<file path="src/rtl/chunked_seq_adder.sv">
// Multi-cycle adder: sums two WIDTH-bit operands plus carry-in, CHUNK bits per clock,
// behind a start/busy/done handshake. Sum, carry-out and signed overflow are all registered.
module chunked_seq_adder #(
  parameter int unsigned WIDTH = 16,
  parameter int unsigned CHUNK = 4
) (
  input  logic             clk,
  input  logic             rst_n,
  input  logic             start,
  input  logic [WIDTH-1:0] in1,
  input  logic [WIDTH-1:0] in2,
  input  logic             cin,
  output logic             busy,
  output logic             done,
  output logic [WIDTH-1:0] out,
  output logic             cout,
  output logic             ovf
);

  localparam int unsigned NCH = WIDTH / CHUNK;
  localparam int unsigned CW  = (NCH > 1) ? $clog2(NCH) : 1;

  typedef enum logic [1:0] {S_IDLE, S_RUN, S_DONE} state_t;

  state_t           r_state;
  state_t           w_state_nxt;
  logic             w_accept;
  logic             w_last;
  logic             w_busy_nxt;
  logic             w_done_nxt;

  logic [WIDTH-1:0] r_a;
  logic [WIDTH-1:0] r_b;
  logic [WIDTH-1:0] r_acc;
  logic             r_carry;
  logic [CW-1:0]    r_cnt;

  logic [CHUNK:0]   w_chunk;
  logic [CHUNK-1:0] w_sum;
  logic             w_carry;
  logic [WIDTH-1:0] w_acc_nxt;
  logic             w_ovf;

  // Operands shift right each cycle so the active chunk always sits in the low bits.
  assign w_chunk   = {1'b0, r_a[CHUNK-1:0]} + {1'b0, r_b[CHUNK-1:0]} + {{CHUNK{1'b0}}, r_carry};
  assign w_sum     = w_chunk[CHUNK-1:0];
  assign w_carry   = w_chunk[CHUNK];
  assign w_acc_nxt = (r_acc >> CHUNK) | (WIDTH'(w_sum) << (WIDTH - CHUNK));
  assign w_ovf     = (r_a[CHUNK-1] == r_b[CHUNK-1]) && (w_sum[CHUNK-1] != r_a[CHUNK-1]);
  assign w_last    = (r_cnt == CW'(NCH - 1));

  always_ff @(posedge clk or negedge rst_n) begin
    if (!rst_n) begin
      r_state <= S_IDLE;
      busy    <= 1'b0;
      done    <= 1'b0;
    end else begin
      r_state <= w_state_nxt;
      busy    <= w_busy_nxt;
      done    <= w_done_nxt;
    end
  end

  always_comb begin
    w_state_nxt = r_state;
    w_accept    = 1'b0;
    case (r_state)
      S_IDLE: begin
        if (start) begin
          w_state_nxt = S_RUN;
          w_accept    = 1'b1;
        end
      end
      S_RUN: begin
        if (w_last) w_state_nxt = S_DONE;
      end
      S_DONE: begin
        if (start) begin
          w_state_nxt = S_RUN;
          w_accept    = 1'b1;
        end else begin
          w_state_nxt = S_IDLE;
        end
      end
      default: w_state_nxt = S_IDLE;
    endcase
    w_busy_nxt = (w_state_nxt == S_RUN);
    w_done_nxt = (w_state_nxt == S_DONE);
  end

  // Datapath: capture on accept, one chunk per RUN cycle, publish results on the last chunk.
  always_ff @(posedge clk or negedge rst_n) begin
    if (!rst_n) begin
      r_a     <= '0;
      r_b     <= '0;
      r_acc   <= '0;
      r_carry <= 1'b0;
      r_cnt   <= '0;
      out     <= '0;
      cout    <= 1'b0;
      ovf     <= 1'b0;
    end else if (w_accept) begin
      r_a     <= in1;
      r_b     <= in2;
      r_acc   <= '0;
      r_carry <= cin;
      r_cnt   <= '0;
    end else if (r_state == S_RUN) begin
      r_a     <= r_a >> CHUNK;
      r_b     <= r_b >> CHUNK;
      r_acc   <= w_acc_nxt;
      r_carry <= w_carry;
      r_cnt   <= r_cnt + CW'(1);
      if (w_last) begin
        out  <= w_acc_nxt;
        cout <= w_carry;
        ovf  <= w_ovf;
      end
    end
  end

endmodule

</file>
<file path="config.mk">
export PLATFORM = sky130hd
export DESIGN_NAME = chunked_seq_adder
export DESIGN_NICKNAME = d
export VERILOG_FILES = /design/src/rtl/chunked_seq_adder.sv
export SDC_FILE = /design/constraint.sdc
export NUM_CORES = 1
export LEC_CHECK = 0
export BUFFER_PORTS_ARGS = -buffer_cell sky130_fd_sc_hd__buf_2
export CAP_MARGIN = 20
export CORE_MARGIN = 8
export CORE_UTILIZATION = 26
export DETAILED_ROUTE_END_ITERATION = 10
export HOLD_SLACK_MARGIN = 0.03
export SKIP_CTS_REPAIR_TIMING = 1
export SLEW_MARGIN = 10
export SYNTH_ARGS = -nofsm -noshare
export SYNTH_HDL_FRONTEND = slang
export SYNTH_SLANG_ARGS = --single-unit
</file>
<file path="constraint.sdc">
create_clock -name clk -period 4 [get_ports clk]
set_clock_uncertainty 0.05 [all_clocks]
set_input_delay 0 -clock clk [delete_from_list [all_inputs] [get_ports clk]]
set_output_delay 0 -clock clk [all_outputs]
set_load 0.05 [all_outputs]
</file>
==> flow_summary.toml <==
[drt]
vias_per_cell = 4.38
wl_met3_um = 476
ant_nets = 0
drc_errors = 0
met2_wirelength_um = 2730
drtPass1Iterations = 4
via_count = 1995
wl_met1_um = 2890
drt_iter0_drc = 123
routed_wl_um = 6160
detail_route.wl_per_cell_um = 13.5
dr.max_layer_used = "met4"

[clock_network]
htree_levels = 3
cts_tree = "built"
cts_buffers = 9
clk_latency_ps = 340
path_clk_slew_ps = 70
root_buffer = "clkbuf_8"
cts_buffer_depth = 2
cts_num_sinks = 69

[floorplanning]
ioPinCount = 56
die-area_mm2 = 0.0143
rows = 37
start_util_pct = 26.9
die_h_um = 120
core_area_mm2 = 0.0104
die_x_um = 120

[synth]
syn_area_mm2 = 0.00279
synth_cell_types = 25
syn_area_per_cell_um2 = 12.2
synth_compound_area_share_pct = 15.9
synth_fa_ha_area_share_pct = 3.23
syn_inst = 228
synth-seq-cells = 69
synth-xor-area-share_pct = 0.943
synth_fp_nets = 270
synthMuxAreaShare_pct = 5.66
synth_warnings = 0
synth-seq-area-share_pct = 62.0
synth_top_family_by_area = "compound AO/OA/AOI/OAI gates"
synth-simple-area-share_pct = 8.63

[worst_setup_path]
critPathMaxStageDelay_ps = 720
rr_startpoint = "r_state[1]"
worstSetupEndpointType = "flop"
critPathSlowestCell = "and2b_2"
cp_max_fo = 39
cp-start-kind = "flop"
startpoint = "r_state[1]"
worstPathRequired_ps = 4180
crit_arrival_ps = 2430
path_class = "reg2reg"
crit_chain = "and2b_2 -> nand2_2 -> inv_1 -> mux2_2"

[placement]
placed_cells = 406
dp_hpwl_um = 4010
pre_cts_ws_ps = 1710
io_buffer_count = 55
gp_congestion = 0.668
placed_area_mm2 = 0.00316

[power]
finalPower_mw = 3.14
power_density_mw_per_mm2 = 843
p_leak_nw = 1.85
peakVddDrop_mv = 0.336

[timing]
fin_crit_ps = 2260
setup-tns-final_ps = 0
rsz0062_at_grt = "no"
fin_ws_ps = 1740
tightestPinTransition_ps = 996
max_slew_margin_pct = 33.4
finalCritPeriodShare_pct = 56.4
hold_viol = 0
holdWs_ps = 265
slew_violations = 0
fmax_mhz = 443
setup_viol = 0

[global_route]
overflow = 0
grt_pass1_vias = 1873
grt_max_degree = 70
grt_pass1_wl_um = 9810
grt_usage_pct = 8.71
antenna_found_initial = 0

[cells_and_area]
diodes = 0
multiInputGateArea_um2 = 958
fin_nets = 357
final_area_mm2 = 0.00373
fillCellCount = 1031
final_layout_size_suffix_gt1_share_pct = 27.5
syn_to_final_growth_pct = 33.9
final_common_cell = "dfrtp_1"
ff_latch_area_mm2 = 0.00173
fin_util_pct = 36.0
final_cell_mix = "dfrtp_1, buf_2, nand2_1"
final_cells = 456

[status]
status = "finished, final reports clean"

[job]
max_cap_viol_count = 0

[min_path]
hp-class = "in2async"
[final cells by class]
class                      instances  share of cell area, %
tap                              136                   4.56
timing repair buffer              90                   16.8
clock inverter                     5                   2.25
multi-input combinational        139                   25.7
clock buffer                      11                   3.79
sequential                        69                   46.3
inverter                           6                  0.604
[sequential cells by signal, summed over array words and instances, names as in the netlist]
register  cells
out          16
r_a          16
r_b          16
r_acc        12
r_cnt         2
r_state       2
busy          1
cout          1
done          1
ovf           1
r_carry       1
[cells by family (layout without fill, tap and decap cells)]
family,after synthesis,after routing
buf+inv,20,112
mux,14,14
simple gates,58,58
fa+ha+maj,6,6
compound gates,58,58
xor+xnor,3,3
flops,69,69
[critical path, delay by kind of cell, from the launching register on]
kind                   cells  cell delay, ps
multiplexers               1             340
AND/OR/NAND/NOR            2            1180
buffers and inverters      1             190
flip-flops                 1             380
[report_power, final]
| group | switching (mW) | total, mW | leakage, nW | internal [mW] |
|---|---|---|---|---|
| Combinational | 0.864 | 1.34 | 0.865 | 0.474 |
| Clock | 0.257 | 0.626 | 0.106 | 0.369 |
| Sequential | 0.173 | 1.18 | 0.876 | 1.01 |
[cell usage after synthesis, drive strengths merged]
master	instances	share of area [%]
xnor2	1	0.31
nor2b	1	0.22
fa	2	1.4
ha	4	1.8
nand2	52	7.1
a21o	2	0.54
mux2	14	5.7
a221o	2	0.72
o31ai	1	0.27
nor3	2	0.36
nand2b	1	0.22
dfrtp	69	62
buf	14	2.9
a22oi	23	6.2
nor2	1	0.40
a22o	19	6.0
xor2	2	0.63
inv	6	0.81
a21oi	2	0.36
and2b	1	0.31
o21ai	7	1.3
o21bai	2	0.54
[routing by layer]
layer	up-vias	GRT usage [%]
met1	939	11.7
li1	978	-
met2	71	11.4
met3	7	4.59
met5	-	0
met4	0	3.28
[final timing paths]
check | slack (ps) | depth (start not counted) | to
max in group asynchronous | 3080 | 2 | r_b[7]
hold / removal | 270 | 2 | out[4]
setup / recovery | 1740 | 4 | out[14]
setup reg to reg | 1740 | 4 | out[14]
hold reg to reg | 430 | 2 | r_b[11]
min in group clk | 340 | 4 | r_state[0]
No activity file was read; power rests on OpenSTA's default activity.
